<file path="src/rtl/gelato_warpskd_collector_buf.sv">
// Warp-scheduler to operand-collector buffer: DEPTH-entry FIFO with round-robin dispatch
// to free collectors. Define GELATO_WARPSKD_COLLECTOR_BUF_STATS_EN to enable the stat counters.
module gelato_warpskd_collector_buf #(
  parameter int INST_WIDTH     = 64,
  parameter int DEPTH          = 4,
  parameter int NUM_COLLECTORS = 2,
  parameter int CNT_W          = 32
) (
  input  logic                      clk,
  input  logic                      rst_n,
  input  logic                      flush,
  input  logic                      in_valid,
  input  logic [INST_WIDTH-1:0]     in_inst,
  output logic                      in_ready,
  input  logic [NUM_COLLECTORS-1:0] coll_free,
  output logic [NUM_COLLECTORS-1:0] issue_valid,
  output logic [INST_WIDTH-1:0]     issue_inst,
  output logic [$clog2(DEPTH):0]    count,
  output logic [CNT_W-1:0]          stat_issued,
  output logic [CNT_W-1:0]          stat_stall
);

  localparam int PTR_W = $clog2(DEPTH);
  localparam int RR_W  = (NUM_COLLECTORS > 1) ? $clog2(NUM_COLLECTORS) : 1;

  logic [INST_WIDTH-1:0] mem [DEPTH];
  logic [PTR_W-1:0]      head;
  logic [PTR_W-1:0]      tail;
  logic [RR_W-1:0]       rr_ptr;

  logic                  empty;
  logic                  full;
  logic                  push;
  logic                  dispatch;
  logic                  hi_found;
  logic                  lo_found;
  logic [RR_W-1:0]       hi_idx;
  logic [RR_W-1:0]       lo_idx;
  logic [RR_W-1:0]       sel_idx;
  logic [RR_W-1:0]       rr_next;

  assign empty    = (count == '0);
  assign full     = (count == (PTR_W+1)'(DEPTH));
  assign in_ready = ~full;
  assign push     = in_valid & in_ready & ~flush;

  // Round-robin pick: lowest free unit at or above rr_ptr, else lowest free unit overall.
  // NOTE: every variable gets a default before the loop so always_comb never infers a latch.
  always_comb begin
    hi_found = 1'b0;
    lo_found = 1'b0;
    hi_idx   = '0;
    lo_idx   = '0;
    for (int i = NUM_COLLECTORS - 1; i >= 0; i--) begin
      if (coll_free[i]) begin
        lo_found = 1'b1;
        lo_idx   = RR_W'(i);
        if (RR_W'(i) >= rr_ptr) begin
          hi_found = 1'b1;
          hi_idx   = RR_W'(i);
        end
      end
    end
  end

  assign sel_idx  = hi_found ? hi_idx : lo_idx;
  assign rr_next  = (sel_idx == RR_W'(NUM_COLLECTORS - 1)) ? '0 : sel_idx + 1'b1;
  assign dispatch = rst_n & ~flush & ~empty & lo_found;

  assign issue_valid = dispatch ? (NUM_COLLECTORS'(1) << sel_idx) : '0;
  assign issue_inst  = empty ? '0 : mem[head];

  // NOTE: storage carries no reset; empty masking keeps stale contents off issue_inst.
  always_ff @(posedge clk) begin
    if (push) begin
      mem[tail] <= in_inst;
    end
  end

  // NOTE: state registers use non-blocking assignments so every flop samples pre-edge values.
  always_ff @(posedge clk) begin
    if (!rst_n) begin
      head   <= '0;
      tail   <= '0;
      count  <= '0;
      rr_ptr <= '0;
    end else if (flush) begin
      head  <= '0;
      tail  <= '0;
      count <= '0;
    end else begin
      if (push) begin
        tail <= tail + 1'b1;
      end
      if (dispatch) begin
        head   <= head + 1'b1;
        rr_ptr <= rr_next;
      end
      case ({push, dispatch})
        2'b10:   count <= count + 1'b1;
        2'b01:   count <= count - 1'b1;
        default: count <= count;
      endcase
    end
  end

`ifdef GELATO_WARPSKD_COLLECTOR_BUF_STATS_EN
  // Counters survive flush; only reset clears them.
  always_ff @(posedge clk) begin
    if (!rst_n) begin
      stat_issued <= '0;
      stat_stall  <= '0;
    end else begin
      if (dispatch) begin
        stat_issued <= stat_issued + 1'b1;
      end
      if (~empty && (coll_free == '0) && ~flush) begin
        stat_stall <= stat_stall + 1'b1;
      end
    end
  end
`else
  assign stat_issued = '0;
  assign stat_stall  = '0;
`endif

endmodule

</file>
<file path="config.mk">
export PLATFORM = sky130hd
export DESIGN_NAME = gelato_warpskd_collector_buf
export DESIGN_NICKNAME = d
export VERILOG_FILES = /design/src/rtl/gelato_warpskd_collector_buf.sv
export SDC_FILE = /design/constraint.sdc
export NUM_CORES = 1
export LEC_CHECK = 0
export CELL_PAD_IN_SITES_DETAIL_PLACEMENT = 1
export CELL_PAD_IN_SITES_GLOBAL_PLACEMENT = 2
export CORE_ASPECT_RATIO = 1.2
export CORE_MARGIN = 8
export CORE_UTILIZATION = 40
export DETAILED_ROUTE_END_ITERATION = 10
export DONT_BUFFER_PORTS = 1
export MAX_ROUTING_LAYER = met4
export PLACE_DENSITY_LB_ADDON = 0.1
export SYNTH_ARGS = -nofsm -noshare
export SYNTH_HDL_FRONTEND = slang
export SYNTH_SLANG_ARGS = --single-unit
</file>
<file path="constraint.sdc">
create_clock -name clk -period 3.4 [get_ports clk]
set_input_delay 0.51 -clock clk [delete_from_list [all_inputs] [get_ports clk]]
set_output_delay 0.51 -clock clk [all_outputs]
set_load 0.05 [all_outputs]
</file>
==> results of run 1 <==
layout make-up:
class,instances,share of cell area [%]
clock buffers,30,5.91
multi-input cells,238,19.5
inverters,9,0.274
well taps,335,3.40
repair buffers,78,5.45
flip-flops and latches,266,64.0
clock inverters,22,1.51
worst paths after layout:
check | from | to | slack, ps | cells after the start
hold / removal | in_inst[5] | mem[2][5]$_DFFE_PP_ | 70 | 0
setup reg to reg | count[2]$_SDFFE_PP0P_ | count[2]$_SDFFE_PP0P_ | 580 | 9
setup / recovery | register | issue_inst[10] | 480 | 4
hold reg to reg | head[1]$_SDFFE_PP0P_ | register | 500 | 2
critical path, delay by kind of cell (launching register included):
family | cells | cell delay, ps
buf+inv | 2 | 570
mux | 1 | 530
simple gates | 1 | 160
flops | 1 | 590
metal layers:
metal / track usage, % / up-vias
met2: 24.2 / 176
met5: - / -
li1: - / 2131
met1: 15.1 / 2549
met3: 5.13 / 30
met4: 3.44 / 0
flip-flops by register name (all words and copies together), names as in the netlist, named ones only:
register and flops:
count 3, head 2, mem 256, rr_ptr 1
tail 2
placed cells by master, fill, tap and decap left out, types with 2 or more instances in the layout:
cell type,instances
edfxtp_1,256
buf_4,71
mux4_2,64
nor2b_1,64
conb_1,64
clkbuf_16,29
inv_1,9
clkinv_2,9
dfxtp_1,8
a21oi_1,7
clkinv_1,7
buf_12,7
o21ai_0,6
nor2_1,5
ha_1,5
and2_4,4
or3_1,3
bufinv_16,3
nand2b_1,2
nor3_1,2
and3_1,2
nand3_1,2
xor2_1,2
dfxtp_4,2
clkinv_4,2
power by group:
group	leakage, nW	internal (W)	switching [W]	total, W
Combinational	1.21	0.000105	0.000336	0.000442
Sequential	2.41	0.00365	0.0000151	0.00366
Clock	0.455	0.00177	0.00121	0.00298
cell families (layout without fill, tap and decap cells):
kind of cell             count (synthesis)  after routing  share of synthesized area (%)
other                                    1             64                         0.0350
adder cells (fa/ha/maj)                  6              6                          0.771
buffers and inverters                   95            139                           6.15
AO/OA/AOI/OAI                           15             15                          0.760
flip-flops                             266            266                           73.7
XOR/XNOR                                 2              2                          0.164
AND/OR/NAND/NOR                         87             87                           5.00
multiplexers                            64             64                           13.5
through the flow:
step / utilization, % / power (W)
after global placement: 43.4 / 0.00417
after CTS: 46.9 / 0.00719
after global routing: 46.9 / 0.00732
final: 46.9 / 0.00709
after detailed placement: 43.4 / 0.00418
after floorplan: - / 0.00415
==> results.md, run 1 <==
Power and ir drop:
- The worst-case IR drop observed on VDD is between 0.0004 and 0.0005 V.
- Power spread over the standard cell area amounts to ~570 mW/mm².
- The leakage component of the power is 4.08 nW.

Cells and area:
- From synthesis to final layout, the design area changed by 15.3%.
- The number of antenna diodes in the final layout is 0.
- The share of cells above drive strength 1 is between 30% and 40%.
- The number of nets in the finished design is 697.
- The finished layout holds about 1,000 standard cells, fillers aside.
- Summing all flip-flop and latch instances after layout gives 0.00790 mm².
- Fill cells in the final layout number about 2,400.
- Summing all multi-input logic gate instances after layout gives 0.00241 mm².
- Summing all non-filler instances in the final layout gives an area of roughly 0.012 mm².

Timing:
- The worst hold margin is ~68 ps.
- Setup repair after global routing left no endpoint under its margin.
- Summed over all failing endpoints, the final setup total negative slack is 0 ps.
- The transition time at the pin with the least slew margin is about 660 ps.
- After layout, the worst path uses between 80% and 90% of the clock period.
- The number of failing hold endpoints at the final stage is 0.
- In this run the tightest slew margin relative to its limit is between 50 and 60%.
- The worst clock skew is 13.5 ps.
- For the finished layout, the period the worst path requires is 2920 ps.
- Setup violations remaining at the end of the flow were counted as 0.
- The upper clock frequency limit is ~340 MHz.
- The max-slew violation count was 0.
- Once routing completed, OpenROAD measured the worst setup slack at 481 ps.

GRT:
- The remaining global-route overflow is 0.
- The largest net degree at the start of global routing is 72.
- The via count of the first global-routing pass came to between 5,000 and 6,000.
- The first global-routing pass estimated approximately 33,000 µm of wire.
- The initial antenna violation count is 0.
- The overall routing resource usage is between 10% and 20%.

Worst setup path:
- By instance count, the cell type seen most on the critical path is buf_4.
- STA classifies the critical path endpoint as an output pin.
- The worst setup path is launched from a register.
- The arrival time of the worst setup path is around 2400 ps.
- On the worst path, the slowest cell contributes a delay of between 500 and 600 ps.
- Walking the worst path, the cells encountered are buf_4 -> mux4_2 -> nor2b_1 -> buf_4.
- By startpoint and endpoint, the worst setup path is classified as register to output pin.
- Among all stages on the critical path, the largest delay is contributed by dfxtp_4.
- The critical path required time is between 2000 and 3000 ps.
- Of all nets on the critical path, the largest fanout is 17.

Routing:
- After the first detailed-routing iteration, the DRC count stood at about 230.
- The remaining number of nets flagged by the antenna check after routing is 0.
- The first TritonRoute pass finished after 4 iterations.
- Wire segments on met2 add up to between 10,000 and 15,000 µm in the final route.
- After detailed routing, the number of remaining DRC violations is 0.
- The routed wire length per instance is around 23 µm.
- The average vias per placed instance is between 4 and 5.
- The met1 wire length is 8000 µm.
- Wire segments on met3 add up to 2370 µm in the final route.
- The detailed router used layers up to and including met4.
- The total number of vias is 4,886.
- After detailed routing, the total wire length is between 20,000 and 25,000 µm.

Synth:
- The synthesized area per cell is ~20 µm².
- In the synthesized netlist, the cells that appear most often are edfxtp_1 (256), buf_4 (64), mux4_2 (64), nor2b_1 (64), dfxtp_1 (10).
- The most used flip-flop cell after synthesis is edfxtp_1.
- The area share of the leading cell type in the synthesized netlist is between 70% and 80%.
- The flip-flop and latch count after synthesis is ~270.
- Yosys mapped the design onto 28 distinct sky130hd cell types.
- The number of flops mapped to enable cells by yosys is approximately 260.
- The Yosys step of the flow raised 0 warnings.
- The most used standard cell by instance count after synthesis is edfxtp_1.
- For this run, the register share of the synthesized area comes to approximately 74%.
- The dominant cell type by area after synthesis is edfxtp_1.
- The instance count of the mapped netlist is around 540.
- The share of async-settable or async-resettable flops after synthesis is 0%.
- Sorting the synthesized cells by area gives the leading types as edfxtp_1 (72%), mux4_2 (13%), buf_4 (4.5%).
- The cell area after technology mapping is ~0.011 mm².

Floorplan:
- Once the floorplan was initialized, standard cells occupied around two fifths of the core.
- The site row count is 65.
- Pin placement for this block handled between 200 and 250 I/O pins.
- The floorplan step defined a die boundary enclosing ~0.032 mm².
- The die is between 150 and 200 µm wide.
- The total area inside the core boundary comes to 0.0264 mm².
- The die is approximately 200 µm tall.

Placement:
- Before CTS, the worst setup slack after placement is around 600 ps.
- Once placement finished, the instance area stood at between 0.01 and 0.015 mm².
- After legalization and detailed placement, the total HPWL measured around 14,000 µm.
- The number of port buffers is 0.
- The congestion estimate from routability-driven global placement came to between 0.7 and 0.8.
- The cell count after placement is 926.

Clocking:
- The total CTS buffers is 28.
- The register clock-pin slew on the reported worst setup and hold paths is about 60 ps.
- The clock drives 266 sinks.
- The TritonCTS clock tree is yes.
- The cell sitting at the root of the clock tree is a clkbuf_16.
- Once the clock tree was built, the setup fixing pass inserted 0 buffers.
- CTS built an H-tree with a depth of 1.
- At the later pin of the worst-skew pair, clock insertion delay measures 530 ps.
- The total of hold buffers inserted after clock tree synthesis is 0.
- The number of resized instances in the post-cts repair step is 0.
- The longest clock path from root to sink contains 3 buffers.

Min path:
- The worst hold path belongs to the class input port to register.

Job:
- The number of max-cap violations is 0.

Outcome:
- The flow ran to the end, and the final reports show no timing, DRC or antenna violations.
Note: power is estimated with default switching activity, not from simulation.
==> run 2: changes to the inputs <==
Settings changed: SKIP_CTS_REPAIR_TIMING from default to 1.
==> results of run 2 <==
Final layout, timing and power as in run 1 (identical DEF).
==> run 3: changes to the inputs <==
Settings changed: CAP_MARGIN from default to 20, HOLD_SLACK_MARGIN from default to 0.08.
==> run 3 against run 2 <==
Effect of this change:
- via count rose by 4.6%
- sequential share of layout area is 3.2 points lower
- register-to-register slack barely moved
- non-clock buffer count is 64 higher
- worst setup slack better by 12 ps
- routed wire length grew 0.90%
- worst hold slack better by 88 ps
- global-route usage unchanged
- critical path depth stayed put
- critical path type unchanged
- largest cell class unchanged
==> results.md, run 3 (synthesis gave the netlist of run 1 again) <==
Outcome:
- The flow ran to the end, and the final reports show no timing, DRC or antenna violations.

GRT:
- The initial antenna violation count is 3.
- For this run, the total global-route usage over all layers was measured as 14.1%.
- The first global-routing pass estimated between 30,000 and 40,000 µm of wire.
- Entering global routing, the biggest net connects 72 pins.
- The remaining global-route overflow is 0.
- The via count of the first global-routing pass is roughly 5,600.

Min path:
- The worst hold path begins at in_valid.
- The number of cells on the worst hold path is 2.
- The worst hold path belongs to the class input port to register.
- For hold timing, the worst endpoint is tail[0]$_SDFFE_PP0P_.

Cells and area:
- Of the cells placed in the final design, the portion with a size suffix greater than 1 is 27.3%.
- The flip-flop count of the largest register, all copies and words added is approximately 260.
- The post-route cell area is 0.0130 mm².
- Ranked by flip-flop count, first place goes to mem.
- The final layout contains between 700 and 800 nets.
- In the final layout, the registers with the most flip-flops are mem x256, count x3.
- The library cell used most frequently in the layout, excluding fill and tap cells, is edfxtp_1.
- Leaving out fill and tap cells, the most frequent cells in the layout are edfxtp_1 (256), buf_4 (71).
- From synthesis to final layout, the design area changed by 21.3%.

Routing:
- Dividing the detail-routed wire length by the instance count gives 21.5 µm.
- The met1 wire length is around 8600 µm.
- The pre-antenna-repair detailed-routing pass consisted of 4 iterations.
- The average vias per placed instance is 4.89.
- The count of nets left with antenna violations once routing finished came out at 0.
- After the first detailed-routing iteration, the DRC count stood at between 200 and 300.
- Routed signal wires occupy layers up through met4.
- The number of design rule violations left after detail routing is 0.
- The routed layout has just over 5,000 vias.
- The routed wire length on met3 is between 1500 and 2000 µm.
- The met2 routed wirelength is between 10,000 and 15,000 µm.
- The total detailed-routing wirelength is 22,400 µm.

Worst setup path:
- STA puts the critical path data arrival time at ~2400 ps.
- The cell family contributing the most delay on the critical path is flip-flops.
- The slowest stage of the critical path belongs to the cell dfxtp_4.
- The critical path goes through buf_4 -> mux4_2 -> nor2b_1 -> buf_4.
- In this run the critical register-to-register path is launched from count[2]$_SDFFE_PP0P_.
- The critical path contains buffers and inverters numbering 2 combined.
- The sort of element at the start of the critical path is a register.
- The setup path with the least slack is of type register to output pin.
- The top fanout value on the critical path is 17.
- On the worst path, the slowest cell contributes a delay of around 580 ps.
- STA classifies the critical path endpoint as an output pin.
- The critical path required time is 2890 ps.
- Counting cells, the worst reg-to-reg path comes to 9.
- The worst register-to-register path ends at count[2]$_SDFFE_PP0P_.
- The most common cell type on the critical path is buf_4.
- Across all register-to-register paths, the minimum setup slack is about 590 ps.

Placement:
- OpenSTA, run right after detailed placement, puts the worst setup slack at ~600 ps.
- The number of port buffers is 0.
- The HPWL after detailed placement is approximately 14,000 µm.
- Routability-driven placement finished with a final weighted congestion of between 0.7 and 0.8.
- In this run the cell area measured after placement is ~0.011 mm².

Clocking:
- TritonCTS created 28 clock buffers.
- The clock passes through at most 3 buffers.
- Clock-pin slew was measured on the worst setup and hold paths at roughly 60 ps.
- The clock latency at the later pin of the worst-skew pair is between 500 and 600 ps.
- The TritonCTS clock tree is yes.
- The tree is rooted in a clkbuf_16.
- The clock sink count is 266.
- In this run the number of H-tree levels came out at 1.

Timing:
- Across all setup checks in the final design, the least slack found is between 400 and 500 ps.
- Summed over all failing endpoints, the final setup total negative slack is 0 ps.
- The max-slew violation count is 0.
- Setup repair after global routing left no endpoint under its margin.
- The tightest slew margin relative to the limit is approximately 56%.
- The worst clock skew is 12.3 ps.
- For the pin with the worst max-slew slack, the measured transition is about 660 ps.
- Setup violations remaining at the end of the flow were counted as 0.
- The final cycle utilization of the critical path is between 80% and 90%.
- Across all hold checks on the routed design, the worst slack comes to ~160 ps.
- The upper clock frequency limit is roughly 340 MHz.
- The time the final worst path needs with I/O delays and setup is ~2900 ps.
- The number of failing hold endpoints at the final stage is 0.

Power and ir drop:
- For this design the ratio of total power to cell area is approximately 550 mW/mm².
- The maximum VDD drop is between 0.0004 and 0.0005 V.
- The leakage component of the power is between 4 and 5 nW.

Floorplan:
- The floorplan step set the die height to 195 µm.
- The core area is 0.0264 mm².
- The floorplan step set the die width to 165 µm.
- The initialized floorplan defines 65 standard-cell rows.
- The die covers between 0.03 and 0.04 mm².
- During I/O placement, the number of pins put on the boundary was roughly 200.
- The initial core utilization is between 40% and 50%.

Job:
- Across the run, the number of max-cap violations was 0.
[run 3: stage by stage]
step | total power (W) | cells | utilization (%)
final | 0.00718 | 1045 | 49.3
after global routing | 0.00742 | 1045 | 49.3
after CTS | 0.00719 | 978 | 46.9
after detailed placement | 0.00418 | 926 | 43.4
after global placement | 0.00417 | 926 | 43.4
after floorplan | 0.00415 | 599 | -
[run 3: final cells by class]
| class | count | area [µm²] |
|---|---|---|
| Fill cell | 2437 | 13400 |
| Inverter | 9 | 33.8 |
| Sequential cell | 266 | 7900 |
| Antenna cell | 3 | 7.51 |
| Tap cell | 335 | 419 |
| Multi-Input combinational cell | 238 | 2410 |
| Clock buffer | 30 | 729 |
| Clock inverter | 22 | 186 |
| Timing Repair Buffer | 142 | 1310 |
[run 3: how the worst max path moves through the flow]
stage,slack [ps],endpoint,depth (start not counted),start
after floorplan,220,mem[0][0]$_DFFE_PP_,3,count[0]$_SDFFE_PP0P_
after global placement,770,count[2]$_SDFFE_PP0P_,9,count[2]$_SDFFE_PP0P_
after detailed placement,600,count[2]$_SDFFE_PP0P_,9,count[2]$_SDFFE_PP0P_
after CTS,360,issue_inst[10],4,register
after global routing,300,issue_inst[62],4,register
final,490,issue_inst[57],4,register
[run 3: metal layers]
metal,up-vias,GRT usage (%)
met4,0,3.44
met5,-,-
met1,2650,15.1
li1,2267,-
met2,168,24.2
met3,25,5.13
[run 3: power by group]
group / total [W] / internal (W) / switching, W / leakage (nW)
sequential: 0.00366 / 0.00365 / 0.0000151 / 2.41
clock: 0.00298 / 0.00177 / 0.00121 / 0.456
combinational: 0.000532 / 0.000156 / 0.000377 / 1.48
total: 0.00718 / 0.00557 / 0.00160 / 4.34
